**config.mk**
```make
export PLATFORM = sky130hd
export DESIGN_NAME = morph_dilate_5x5_stream
export DESIGN_NICKNAME = d
export VERILOG_FILES = /design/src/rtl/morph_pkg.sv /design/src/rtl/morph_max25.sv /design/src/rtl/morph_dilate_5x5_stream.sv
export SDC_FILE = /design/constraint.sdc
export NUM_CORES = 2
export LEC_CHECK = 0
export CORE_MARGIN = 2
export CORE_UTILIZATION = 43
export DETAILED_ROUTE_END_ITERATION = 16
export HOLD_SLACK_MARGIN = 0.12
export PLACE_DENSITY = 0.6
export SLEW_MARGIN = 40
export SYNTH_ARGS = -nofsm -noshare
export SYNTH_HDL_FRONTEND = slang
export SYNTH_SLANG_ARGS = --single-unit
export TNS_END_PERCENT = 100
```
**constraint.sdc**
```tcl
create_clock -name clk -period 68.8 [get_ports clk]
set_clock_uncertainty 0.15 [all_clocks]
set_input_delay 13.76 -clock clk [delete_from_list [all_inputs] [get_ports clk]]
set_output_delay 13.76 -clock clk [all_outputs]
set_load 0.02 [all_outputs]
```
**src/rtl/morph_pkg.sv**
```systemverilog
// Shared types and helpers for the 5x5 morphology stream kernels.
// Pixel defaults, pad value, frame FSM states and a clog2 helper.
package morph_pkg;

    localparam int DW_DEF = 8;

    typedef logic [DW_DEF-1:0] pixel_t;

    localparam int PAD_VAL = 0;

    typedef enum logic [1:0] {
        IDLE,
        RUN,
        FLUSH
    } state_t;

    function automatic int clog2(input int v);
        int r;
        r = 0;
        while ((1 << r) < v) r++;
        return r;
    endfunction

endpackage

```
**src/rtl/morph_max25.sv**
```systemverilog
// Combinational 25-input max (or min when IS_MIN) reduction, DW wide.
// Used by the 5x5 dilation stream; the min flavour backs the gradient output.
module morph_max25 #(
    parameter int DW     = 8,
    parameter bit IS_MIN = 1'b0
) (
    input  logic [24:0][DW-1:0] px_i,
    output logic [DW-1:0]       y_o
);

    always_comb begin
        y_o = px_i[0];
        for (int i = 1; i < 25; i++) begin
            if (IS_MIN ? (px_i[i] < y_o) : (px_i[i] > y_o)) y_o = px_i[i];
        end
    end

endmodule

```
**src/rtl/morph_dilate_5x5_stream.sv**
```systemverilog
// Streaming 5x5 grey-scale dilation with zero padding, one output per input.
// Define MORPH_DILATE_GRADIENT_EN to add the 5x5 min tree and m_grad output.
module morph_dilate_5x5_stream
    import morph_pkg::*;
#(
    parameter int IMG_W = 64,
    parameter int IMG_H = 64,
    parameter int DW    = DW_DEF
) (
    input  logic          clk,
    input  logic          rst_n,
    input  logic          s_valid,
    output logic          s_ready,
    input  logic [DW-1:0] s_data,
    input  logic          s_sof,
    output logic          m_valid,
    input  logic          m_ready,
    output logic [DW-1:0] m_data,
    output logic          m_sof,
    output logic          m_eol,
    output logic          busy
`ifdef MORPH_DILATE_GRADIENT_EN
   ,output logic [DW-1:0] m_grad
`endif
);

    localparam int VCW = clog2(IMG_W + 2);
    localparam int VRW = clog2(IMG_H + 4);
    localparam int AW  = clog2(IMG_W);

    localparam logic [VCW-1:0] COL_LAST = VCW'(IMG_W - 1);
    localparam logic [VCW-1:0] COL_PAD0 = VCW'(IMG_W);
    localparam logic [VCW-1:0] COL_PAD1 = VCW'(IMG_W + 1);
    localparam logic [VRW-1:0] ROW_LAST = VRW'(IMG_H - 1);
    localparam logic [VRW-1:0] ROW_PAD1 = VRW'(IMG_H + 1);
    localparam logic [VRW-1:0] ROW_END  = VRW'(IMG_H + 2);
    localparam logic [DW-1:0]  PAD      = DW'(PAD_VAL);

    state_t         state_q, state_d;
    logic [VCW-1:0] vc_q, vc_d;
    logic [VRW-1:0] vr_q, vr_d;
    logic           init_q;
    logic           en, push;
    logic [DW-1:0]  px_in;
    logic [AW-1:0]  la;

    logic [DW-1:0] lb0 [IMG_W];
    logic [DW-1:0] lb1 [IMG_W];
    logic [DW-1:0] lb2 [IMG_W];
    logic [DW-1:0] lb3 [IMG_W];

    logic [DW-1:0] col [5];
    logic [4:0]    col_v;
    logic [DW-1:0] win_q [5][5];
    logic [4:0]    wv_q  [5];

    logic tag_v, tag_sof, tag_eol, tag_last;
    logic w_v_q, w_sof_q, w_eol_q, w_last_q;
    logic x_v_q, x_sof_q, x_eol_q, x_last_q;
    logic m_valid_q, m_sof_q, m_eol_q, m_last_q;

    logic [24:0][DW-1:0] mx_in;
    logic [DW-1:0]       mx, mx_q, m_data_q;

    assign en      = !m_valid_q || m_ready;
    assign la      = vc_q[AW-1:0];
    assign busy    = (state_q != IDLE);
    assign m_valid = m_valid_q;
    assign m_data  = m_data_q;
    assign m_sof   = m_sof_q;
    assign m_eol   = m_eol_q;

    always_comb begin
        state_d = state_q;
        vc_d    = vc_q;
        vr_d    = vr_q;
        s_ready = 1'b0;
        push    = 1'b0;
        px_in   = PAD;
        unique case (state_q)
            IDLE: begin
                s_ready = init_q && en;
                if (s_ready && s_valid && s_sof) begin
                    push    = 1'b1;
                    px_in   = s_data;
                    state_d = RUN;
                end
            end
            RUN: begin
                s_ready = en && (vc_q < COL_PAD0);
                if (s_ready && s_valid) begin
                    push  = 1'b1;
                    px_in = s_data;
                end else if (en && (vc_q >= COL_PAD0)) begin
                    push = 1'b1;
                end
                if (push && vr_q == ROW_LAST && vc_q == COL_LAST)
                    state_d = FLUSH;
            end
            FLUSH: begin
                push = en && (vr_q != ROW_END);
                if (m_valid_q && m_ready && m_last_q) state_d = IDLE;
            end
            default: state_d = IDLE;
        endcase
        if (push) begin
            if (vc_q == COL_PAD1) begin
                vc_d = '0;
                vr_d = vr_q + VRW'(1);
            end else begin
                vc_d = vc_q + VCW'(1);
            end
        end
        if (state_q == FLUSH && state_d == IDLE) begin
            vc_d = '0;
            vr_d = '0;
        end
    end

    // Column vector, top row (vr-4) first; rows outside the image are masked.
    always_comb begin
        col[0] = lb3[la];
        col[1] = lb2[la];
        col[2] = lb1[la];
        col[3] = lb0[la];
        col[4] = px_in;
        for (int i = 0; i < 5; i++) begin
            col_v[i] = (vc_q < COL_PAD0)
                    && (vr_q >= VRW'(4 - i))
                    && (vr_q <= VRW'(IMG_H + 3 - i));
        end
    end

    assign tag_v    = (vr_q >= VRW'(2)) && (vc_q >= VCW'(2));
    assign tag_sof  = (vr_q == VRW'(2)) && (vc_q == VCW'(2));
    assign tag_eol  = (vc_q == COL_PAD1);
    assign tag_last = (vr_q == ROW_PAD1) && (vc_q == COL_PAD1);

    always_ff @(posedge clk) begin
        if (push && (vc_q < COL_PAD0)) begin
            lb0[la] <= px_in;
            lb1[la] <= lb0[la];
            lb2[la] <= lb1[la];
            lb3[la] <= lb2[la];
        end
    end

    always_comb begin
        for (int i = 0; i < 5; i++)
            for (int j = 0; j < 5; j++)
                mx_in[i*5+j] = wv_q[i][j] ? win_q[i][j] : PAD;
    end

    morph_max25 #(.DW(DW), .IS_MIN(1'b0)) u_max (
        .px_i (mx_in),
        .y_o  (mx)
    );

`ifdef MORPH_DILATE_GRADIENT_EN
    logic [24:0][DW-1:0] mn_in;
    logic [DW-1:0]       mn, mn_q, m_grad_q;

    // Out-of-image taps must never win the min, so they read as all-ones.
    always_comb begin
        for (int i = 0; i < 5; i++)
            for (int j = 0; j < 5; j++)
                mn_in[i*5+j] = wv_q[i][j] ? win_q[i][j] : {DW{1'b1}};
    end

    morph_max25 #(.DW(DW), .IS_MIN(1'b1)) u_min (
        .px_i (mn_in),
        .y_o  (mn)
    );

    always_ff @(posedge clk or negedge rst_n) begin
        if (!rst_n) begin
            mn_q     <= '0;
            m_grad_q <= '0;
        end else if (en) begin
            mn_q     <= mn;
            m_grad_q <= mx_q - mn_q;
        end
    end

    assign m_grad = m_grad_q;
`endif

    always_ff @(posedge clk or negedge rst_n) begin
        if (!rst_n) begin
            state_q   <= IDLE;
            vc_q      <= '0;
            vr_q      <= '0;
            init_q    <= 1'b0;
            for (int i = 0; i < 5; i++) begin
                wv_q[i] <= '0;
                for (int j = 0; j < 5; j++) win_q[i][j] <= '0;
            end
            w_v_q     <= 1'b0;
            w_sof_q   <= 1'b0;
            w_eol_q   <= 1'b0;
            w_last_q  <= 1'b0;
            x_v_q     <= 1'b0;
            x_sof_q   <= 1'b0;
            x_eol_q   <= 1'b0;
            x_last_q  <= 1'b0;
            mx_q      <= '0;
            m_valid_q <= 1'b0;
            m_sof_q   <= 1'b0;
            m_eol_q   <= 1'b0;
            m_last_q  <= 1'b0;
            m_data_q  <= '0;
        end else begin
            init_q  <= 1'b1;
            state_q <= state_d;
            vc_q    <= vc_d;
            vr_q    <= vr_d;
            if (en) begin
                if (push) begin
                    for (int i = 0; i < 5; i++) begin
                        for (int j = 0; j < 4; j++) begin
                            win_q[i][j] <= win_q[i][j+1];
                            wv_q[i][j]  <= wv_q[i][j+1];
                        end
                        win_q[i][4] <= col[i];
                        wv_q[i][4]  <= col_v[i];
                    end
                end
                w_v_q     <= push && tag_v;
                w_sof_q   <= push && tag_sof;
                w_eol_q   <= push && tag_eol;
                w_last_q  <= push && tag_last;
                x_v_q     <= w_v_q;
                x_sof_q   <= w_sof_q;
                x_eol_q   <= w_eol_q;
                x_last_q  <= w_last_q;
                mx_q      <= mx;
                m_valid_q <= x_v_q;
                m_sof_q   <= x_sof_q;
                m_eol_q   <= x_eol_q;
                m_last_q  <= x_last_q;
                m_data_q  <= mx_q;
            end
        end
    end

endmodule

```
==> impl_metrics.yaml <==
outcome:
  status: "finished clean"
synth:
  syn_avg_cell_area_um2: 14.6
  syn_area_um2: 93600
  syn_inst: 6403
  seq_area_frac_synth_pct: 72.9
  ys_warn_count: 0
  synthesis.nets: 6569
  async_flop_share_pct: 11.6
  ys_ff_latch: 2318
  netlist-cell-type-count: 103
  ys.flop_type: "edfxtp_1"
  synth_edf_count: 2048
route:
  top_layer: "met4"
  drt-total-wl_um: 274000
  ant_nets: 0
  post_drt_wl_per_cell_um: 28.7
  met2_length_um: 129000
  wl_met1_um: 113000
  dr_wl_met3_um: 22800
  via_per_inst: 6.19
  vias: 59000
  dr.first_iter.drc_count: 7095
  drt_pre_antenna_iters: 6
  drc: 0
setup_path:
  crit_top_cell: "a21oi_1"
  rr_worst_depth: 233
  worst_ep_arrival_time_ns: 55.68
  required_ns: 69.39
  critPathMaxStageDelay_ns: 0.60
  crit_slowest_cell: "a21oi_1"
  worstSetupStartpointType: "register"
  path_class: "reg2reg"
  critPathMaxFanout: 24
  critPathCaptureType: "register"
placed_design:
  port_buffers: 25
  hpwl_um: 158000
  post-place-ws_ns: 14.43
  place.gp.congestion: 0.874
job:
  cap_violations: 0
sta:
  hold_viol: 0
  rsz0062_at_grt: "no"
  setup_viol: 0
  relSlewSlack_pct: 40.1
  fin_crit_ns: 55.09
  finalSetupTns_ns: 0
  layout_setup_ws_ns: 13.71
  period_share_pct: 80.1
  worst_pin_slew_ns: 0.894
  slew_viol_final: 0
  hold_slack_ns: 0.302
  max_freq_mhz: 18.2
die:
  chipHeight_um: 471
  top_level_ports: 26
  start_util_pct: 43.2
  dieWidth_um: 471
  placementRows: 171
  coreArea_um2: 217000
  die_area_um2: 221000
global_route:
  grt_max_degree: 132
  antenna_found_initial: 5
  grt.total_usage_pct: 24.3
  grt_pass1_wl_um: 400000
  grt_pass1_vias: 57700
  grt-ovfl-total: 0
cts:
  clockRootBuffer: "clkbuf_16"
  cts_setup_buffers: 0
  cts_tree: "built"
  clk_pin_slew_ns: 0.06
  cts_max_path_buffers: 3
  cts_resized: 0
  cts.sinks: 2318
  cts_hold_buf: 0
  h-tree-depth: 4
  cts_made_buffers: 231
  clk_latency_ns: 0.93
min_path:
  hp-class: "reg2reg"
  hold_depth: 2
layout:
  layout.nets: 6658
  layout_common_cells: "edfxtp_1, a22oi_1, nand2_1"
  layout_commonest_cell: "edfxtp_1"
  drive_above_1_share_pct: 12.0
  syn2layout_area_growth_pct: 13.4
synth_stat cells (17+ instances only):
master / n / area [um^2]
nand2_1: 852 / 3200
clkbuf_1: 291 / 1090
nor2b_1: 23 / 144
xnor2_1: 18 / 158
o31ai_1: 19 / 143
inv_1: 113 / 424
nor3_1: 37 / 185
a31oi_1: 104 / 651
a21o_1: 55 / 413
a21oi_1: 149 / 746
buf_1: 69 / 259
nand3_1: 56 / 280
ha_1: 153 / 1910
a22o_1: 82 / 718
a221oi_1: 91 / 797
edfxtp_1: 2048 / 61500
dfrtp_1: 270 / 6760
a41oi_1: 141 / 1230
mux2i_1: 17 / 170
nand2b_1: 23 / 144
a22oi_1: 868 / 6520
nand4_1: 73 / 457
o21ai_0: 71 / 355
and3_1: 22 / 138
and2_1: 107 / 669
o211ai_1: 20 / 150
nor2_1: 249 / 935
mux2_2: 76 / 856
nor4_1: 42 / 263
routing by layer:
layer	up-vias	global-route usage, %
li1	25500	-
met1	30300	34.3
met2	2779	39.1
met3	442	3.49
met4	0	7.42
met5	-	0
registers in the layout, indices dropped and copies added (netlist names), 2 cells and up:
register and count:
vc_q 7, wv_q 25, m_data 8, win_q 200, lb0 512, lb1 512
state_q 2, lb2 512, mx_q 8, vr_q 7, lb3 512
path summary, 6_finish.rpt:
kind | start | endpoint | slack [ns]
setup / recovery | wv_q[21] | mx_q[1] | 13.71
min in group asynchronous | rst_n | win_q[194] | 12.56
setup reg to reg | wv_q[21] | mx_q[1] | 13.71
hold / removal | win_q[173] | win_q[181] | 0.30
max in group asynchronous | rst_n | win_q[96] | 54.22
hold reg to reg | win_q[173] | win_q[181] | 0.30
worst max-delay path: cells and delay by family (launching register included):
family	cells	cell delay, ns
muxes	23	7.43
buffers and inverters	4	0.60
DFF	1	0.54
adders and majority gates	24	7.66
and+or+nand+nor	66	11.85
AOI/OAI and AO/OA	116	26.54
layout make-up:
class / count / area [um^2]
Antenna cell: 1 / 2.50
Multi-Input combinational cell: 3606 / 24300
Timing Repair Buffer: 222 / 2000
Fill cell: 18200 / 111000
Clock buffer: 288 / 6020
Inverter: 113 / 424
Clock inverter: 137 / 1520
Tap cell: 2854 / 3570
Sequential cell: 2318 / 68300
cells by family (layout without fill, tap and decap cells):
group / after synthesis / count (layout) / share of synthesized area, %
flip-flops: 2318 / 2318 / 72.9
AO/OA/AOI/OAI: 1762 / 1762 / 14.1
AND/OR/NAND/NOR: 1560 / 1560 / 7.48
buffers and inverters: 479 / 760 / 1.94
adder cells (fa/ha/maj): 158 / 158 / 2.10
multiplexers: 99 / 99 / 1.19
XOR/XNOR: 26 / 26 / 0.243
other: 1 / 2 / 0.00401
through the flow:
| stage | util, % | cells | instance area [um^2] |
|---|---|---|---|
| after floorplan | - | 6403 | 93600 |
| after global placement | 45.3 | 9103 | 98300 |
| after detailed placement | 45.4 | 9110 | 98500 |
| after CTS | 48.9 | 9535 | 106000 |
| after global routing | 49.0 | 9538 | 106000 |
| final | 49.0 | 9539 | 106000 |
Power is left out: the tool's default activity adds up to more than one toggle a clock period on the data nets, which glitch-free logic cannot reach.
